## src/rtl/generic_mem_pkg.sv

```systemverilog
// Shared types and helpers for generic_mem_be: FSM state encoding, latency limit
// and the byte-merge function used by both the array write and the read bypass.
package generic_mem_pkg;

  typedef enum logic [0:0] {
    ST_INIT  = 1'b0,
    ST_READY = 1'b1
  } state_t;

  localparam int MAX_RD_LATENCY = 4;

  // be_merge works on a fixed wide word; callers zero-extend in and truncate out.
  localparam int MAX_WIDTH = 512;
  localparam int MAX_BEW   = MAX_WIDTH / 8;

  function automatic logic [MAX_WIDTH-1:0] be_merge(
    input logic [MAX_WIDTH-1:0] old_word,
    input logic [MAX_WIDTH-1:0] new_word,
    input logic [MAX_BEW-1:0]   be
  );
    logic [MAX_WIDTH-1:0] merged;
    for (int i = 0; i < MAX_BEW; i++) begin
      merged[8*i +: 8] = be[i] ? new_word[8*i +: 8] : old_word[8*i +: 8];
    end
    return merged;
  endfunction

endpackage

```

## src/rtl/generic_mem_rd_pipe.sv

```systemverilog
// Read-side delay line: STAGES registers of valid + data, flushed by reset.
// Data of a stage only moves when the stage feeding it is valid, so the tail holds.
module generic_mem_rd_pipe
  import generic_mem_pkg::*;
#(
  parameter int WIDTH  = 32,
  parameter int STAGES = 1
) (
  input  logic             clk,
  input  logic             reset,
  input  logic             vld_in,
  input  logic [WIDTH-1:0] data_in,
  output logic             vld_out,
  output logic [WIDTH-1:0] data_out
);

  logic             vld_p  [STAGES];
  logic [WIDTH-1:0] data_p [STAGES];

  always_ff @(posedge clk) begin
    if (reset) begin
      for (int i = 0; i < STAGES; i++) begin
        vld_p[i]  <= 1'b0;
        data_p[i] <= '0;
      end
    end else begin
      vld_p[0] <= vld_in;
      if (vld_in) data_p[0] <= data_in;
      for (int i = 1; i < STAGES; i++) begin
        vld_p[i] <= vld_p[i-1];
        if (vld_p[i-1]) data_p[i] <= data_p[i-1];
      end
    end
  end

  assign vld_out  = vld_p[STAGES-1];
  assign data_out = data_p[STAGES-1];

endmodule

```

## src/rtl/generic_mem_be.sv

```systemverilog
// Single-clock RAM with byte enables, RD_LATENCY-cycle reads and a post-reset clear sweep.
// Define GENERIC_MEM_RD_BYPASS_EN for write-first same-address reads (read-first otherwise).
module generic_mem_be
  import generic_mem_pkg::*;
#(
  parameter  int DEPTH      = 16,
  parameter  int WIDTH      = 32,
  parameter  int RD_LATENCY = 1,
  localparam int AWIDTH     = $clog2(DEPTH),
  localparam int BEW        = WIDTH / 8
) (
  input  logic              clk,
  input  logic              reset,
  input  logic              mem_wr_en,
  input  logic [AWIDTH-1:0] mem_wr_addr,
  input  logic [WIDTH-1:0]  mem_wr_data,
  input  logic [BEW-1:0]    mem_wr_be,
  input  logic              mem_rd_en,
  input  logic [AWIDTH-1:0] mem_rd_addr,
  output logic [WIDTH-1:0]  mem_rd_data,
  output logic              mem_rd_valid,
  output logic              mem_init_busy
);

  localparam int                PIPE_STAGES = ((RD_LATENCY > MAX_RD_LATENCY) ? MAX_RD_LATENCY : RD_LATENCY) - 1;
  localparam logic [AWIDTH:0]   DEPTH_W     = (AWIDTH+1)'(DEPTH);
  localparam logic [AWIDTH-1:0] LAST_ADDR   = AWIDTH'(DEPTH - 1);

  logic [WIDTH-1:0]  mem [DEPTH];
  state_t            state;
  logic [AWIDTH-1:0] clr_ptr;

  logic             wr_ok;
  logic             rd_ok;
  logic             rd_in_range;
  logic [WIDTH-1:0] wr_word;
  logic [WIDTH-1:0] rd_word;

  assign wr_ok       = (state == ST_READY) && mem_wr_en && ({1'b0, mem_wr_addr} < DEPTH_W);
  assign rd_ok       = (state == ST_READY) && mem_rd_en;
  assign rd_in_range = {1'b0, mem_rd_addr} < DEPTH_W;

  always_comb begin
    wr_word = WIDTH'(be_merge(MAX_WIDTH'(mem[mem_wr_addr]), MAX_WIDTH'(mem_wr_data),
                              MAX_BEW'(mem_wr_be)));
`ifdef GENERIC_MEM_RD_BYPASS_EN
    rd_word = (wr_ok && (mem_wr_addr == mem_rd_addr)) ? wr_word : mem[mem_rd_addr];
`else
    rd_word = mem[mem_rd_addr];
`endif
    if (!rd_in_range) rd_word = '0;
  end

  // Clear sweep: one word per cycle, READY once the last address has been zeroed.
  always_ff @(posedge clk) begin
    if (reset) begin
      state         <= ST_INIT;
      clr_ptr       <= '0;
      mem_init_busy <= 1'b1;
    end else if (state == ST_INIT) begin
      if (clr_ptr == LAST_ADDR) begin
        state         <= ST_READY;
        mem_init_busy <= 1'b0;
      end else begin
        clr_ptr <= clr_ptr + AWIDTH'(1);
      end
    end
  end

  always_ff @(posedge clk) begin
    if (!reset) begin
      if (state == ST_INIT) mem[clr_ptr] <= '0;
      else if (wr_ok)       mem[mem_wr_addr] <= wr_word;
    end
  end

  // Stage p0: array read register (the output itself when RD_LATENCY is 1).
  logic             vld_p0;
  logic [WIDTH-1:0] data_p0;

  always_ff @(posedge clk) begin
    if (reset) begin
      vld_p0  <= 1'b0;
      data_p0 <= '0;
    end else begin
      vld_p0 <= rd_ok;
      if (rd_ok) data_p0 <= rd_word;
    end
  end

  // Stages p1..: extra latency beyond the array read.
  generate
    if (PIPE_STAGES == 0) begin : g_no_pipe
      assign mem_rd_valid = vld_p0;
      assign mem_rd_data  = data_p0;
    end else begin : g_pipe
      generic_mem_rd_pipe #(
        .WIDTH  (WIDTH),
        .STAGES (PIPE_STAGES)
      ) u_rd_pipe (
        .clk      (clk),
        .reset    (reset),
        .vld_in   (vld_p0),
        .data_in  (data_p0),
        .vld_out  (mem_rd_valid),
        .data_out (mem_rd_data)
      );
    end
  endgenerate

endmodule

```

## config.mk

```make
export PLATFORM = sky130hd
export DESIGN_NAME = generic_mem_be
export DESIGN_NICKNAME = d
export VERILOG_FILES = /design/src/rtl/generic_mem_pkg.sv /design/src/rtl/generic_mem_rd_pipe.sv /design/src/rtl/generic_mem_be.sv
export SDC_FILE = /design/constraint.sdc
export NUM_CORES = 1
export LEC_CHECK = 0
export ABC_CLOCK_PERIOD_IN_PS = 3100
export CAP_MARGIN = 40
export CORE_ASPECT_RATIO = 0.6
export CORE_MARGIN = 5
export CORE_UTILIZATION = 38
export CTS_CLUSTER_DIAMETER = 100
export CTS_CLUSTER_SIZE = 8
export DETAILED_ROUTE_END_ITERATION = 8
export SLEW_MARGIN = 30
export SYNTH_ARGS = -nofsm -noshare
export SYNTH_HDL_FRONTEND = slang
export SYNTH_SLANG_ARGS = --single-unit
export TNS_END_PERCENT = 50
```

## constraint.sdc

```tcl
create_clock -name clk -period 3.1 [get_ports clk]
set_clock_uncertainty 0.15 [all_clocks]
set_input_delay 0.31 -clock clk [delete_from_list [all_inputs] [get_ports clk]]
set_output_delay 0.31 -clock clk [all_outputs]
set_load 0.01 [all_outputs]
```

==> run metrics <==
Arr. time, crit path between 2 and 3 ns; drt drc 0; register area share after synthesis 74.5%; NetSw around 3400 µW; status completed; Worst-Margin Slew about 0.7 ns; synth unique cells 39; Via Count about 11000; CTS tree yes; FF+latch count, synth about 550; count of final hold-check violations 0; max_slew headroom 51.9%; Hold Path Class in -> reg; total global-route track usage between 10% and 20%; Design Area, Final approximately 26000 µm²; period utilization about three quarters; worst skew pair latency 0.60 ns; htree depth 3; 1st-iter DRT viols ~1100; CTS Sinks 551; Layout Nets 1340; vias per cell around 5.3; Die H about 200 µm; Clock power frac a little under half; P_int approximately 13000 µW; Avg WL per Cell roughly 24 µm; Routed WL a little over 50000 µm; count of pins over their slew limit 0; cell accounting for the most synthesized area edfxtp_1; antenna viol nets, final 0; Comb pwr share between 3 and 4%; Post-CTS Hold Fix Bufs 0; CP Data Required Time 3.30 ns; CP max FO 16; postcts setup bufs 0; Area after DPL ~24000 µm²; clock buffer depth 3; Initial Utilization between 30% and 40%; Die Footprint approximately 62000 µm²; hpwl dp 32700 µm; IO Port Bufs between 80 and 90; Fin Setup TNS 0 ns; Syn Area/Cell ~20 µm²; WS Path Type reg -> reg; chip width ~320 µm; initial antenna violation count 0; IO Pins approximately 80; post-layout minimum cycle time between 2 and 2.5 ns; gpl congestion approximately 0.77; Yosys Warn Count 0; Cell Area, Synth about 22000 µm²; final core occ around 47%; Core Region 56200 µm²; Pre-antenna DRT Iters 4; Hold Path Stages 4; Root Buffer clkbuf_16; most frequent cells in the layout edfxtp_1 (512), buf_4 (96), clkbuf_16 (82); row cnt 67; area grow syn2layout 20.8%; post-CTS sizing 0; number of global-route vias before repair 11403; global-route wire length before repair around 76000 µm; Fmax ~0.42 GHz; Max Cap Viol 0; Syn Nets 1150; grt total ovfl 0; endpoint type of the worst setup path flop; Lkg Pwr around 0.0097 µW; top cells by area, synth edfxtp_1 (71%), mux4_2 (5.8%), mux4_1 (4.7%); Power per Cell Area 638 nW/µm²; RSZ-0062 raised after global routing no; clock transition at the registers of the reported paths around 0.050 ns; largest net degree at the start of global routing 49; sequential share of power between 40% and 50%; startpoint types flop; setup violators final 0; share of the synthesized area in the top cell type a little over 70%; CTS buffer count between 70 and 80; share of cells above drive strength 1 around a fifth; number of diodes 0; Net Sw Frac 20.4%; cells on worst reg2reg path 5; commonest non-fill, non-tap cell in the layout edfxtp_1; Mapped Cells approximately 1100; Peak supply drop 408 µV
==> path summary, 6_finish.rpt <==
check	from	to	slack [ns]
setup reg to reg	state	mem[0][11]	0.75
setup / recovery	state	mem[0][11]	0.75
hold reg to reg	mem_rd_data[3]	mem_rd_data[3]	0.34
hold / removal	mem_rd_addr[0]	mem_rd_data[31]	0.10
==> cells in the mapped netlist <==
| cell | instances |
|---|---|
| mux4_1 | 39 |
| buf_1 | 2 |
| ha_1 | 1 |
| nand4bb_1 | 1 |
| edfxtp_1 | 512 |
| buf_12 | 1 |
| and4bb_4 | 1 |
| mux4_2 | 56 |
| a21oi_1 | 2 |
| buf_8 | 2 |
| a221o_1 | 1 |
| mux2i_1 | 68 |
| xnor2_1 | 1 |
| nand3_1 | 1 |
| buf_4 | 3 |
| mux2i_4 | 5 |
| nor4_1 | 1 |
| nor3_1 | 64 |
| buf_2 | 15 |
| buf_6 | 14 |
| dfxtp_1 | 39 |
| nand2_1 | 42 |
| a2111oi_0 | 1 |
| mux2_2 | 33 |
| and2_1 | 34 |
| clkbuf_1 | 37 |
| o21ai_0 | 27 |
| nand2b_1 | 1 |
| nand4_1 | 1 |
| xor2_1 | 2 |
| a21o_1 | 4 |
| a22oi_1 | 31 |
| nor2_1 | 10 |
| a31oi_1 | 1 |
| a221oi_1 | 31 |
| and3b_1 | 1 |
| o211a_1 | 1 |
| o21ai_1 | 5 |
| nor2b_1 | 10 |
==> per-layer routing <==
layer  global-route usage, %  wire length [µm]  share of wire [%]
met5                       0                 0                  0
met3                    3.90              3230                6.3
met2                    24.1             22800                 44
met1                    25.0             24400                 48
met4                    3.50               868                1.7
==> worst max-delay path: stages, from the launching register on <==
cell	delay, ns
dfxtp_1	0.34
and4bb_4	0.41
buf_4	0.21
mux2i_4	0.64
nor3_1	0.16
buf_4	0.20
==> power groups by stage <==
stage | registers, µW | clock network, µW | logic, µW
6_report | 8130 | 7940 | 637
5_1_grt | 8120 | 8430 | 676
4_1_cts | 8130 | 8080 | 643
3_5_place_dp | 8270 | 0 | 641
3_3_place_gp | 8270 | 0 | 627
2_1_floorplan | 8260 | 0 | 395
==> sequential cells by signal, summed over array words and instances (netlist names) <==
name and flops:
state 1, mem 512, mem_init_busy 1, mem_rd_data 32, clr_ptr 4, mem_rd_valid 1
==> cell type report <==
| cell class | instances | area [µm²] |
|---|---|---|
| sequential | 551 | 16200 |
| tap | 759 | 950 |
| fill | 4748 | 30000 |
| clock inverter | 3 | 33.8 |
| clock buffer | 141 | 2270 |
| multi-input combinational | 476 | 5090 |
| timing repair buffer | 184 | 1680 |
==> logic make-up after synthesis <==
| logic type | synth area share (%) |
|---|---|
| fa+ha+maj | 0.0577 |
| compound gates | 3.41 |
| simple gates | 3.92 |
| mux | 15.9 |
| xor+xnor | 0.121 |
| flops | 74.5 |
| buf+inv | 2.08 |
==> per-stage QoR <==
stage / power, µW / instances / hold WS (ns) / worst slack (ns)
6_report: 16700 / 2114 / 0.104 / 0.746
5_1_grt: 17200 / 2114 / 0.140 / 0.689
4_1_cts: 16800 / 2114 / 0.0749 / 0.743
3_5_place_dp: 8910 / 1970 / 0.331 / 0.159
3_3_place_gp: 8900 / 1967 / 0.320 / 0.0913
2_1_floorplan: 8660 / 1101 / 0.333 / 0.561
Note: power is estimated with default switching activity, not from simulation.
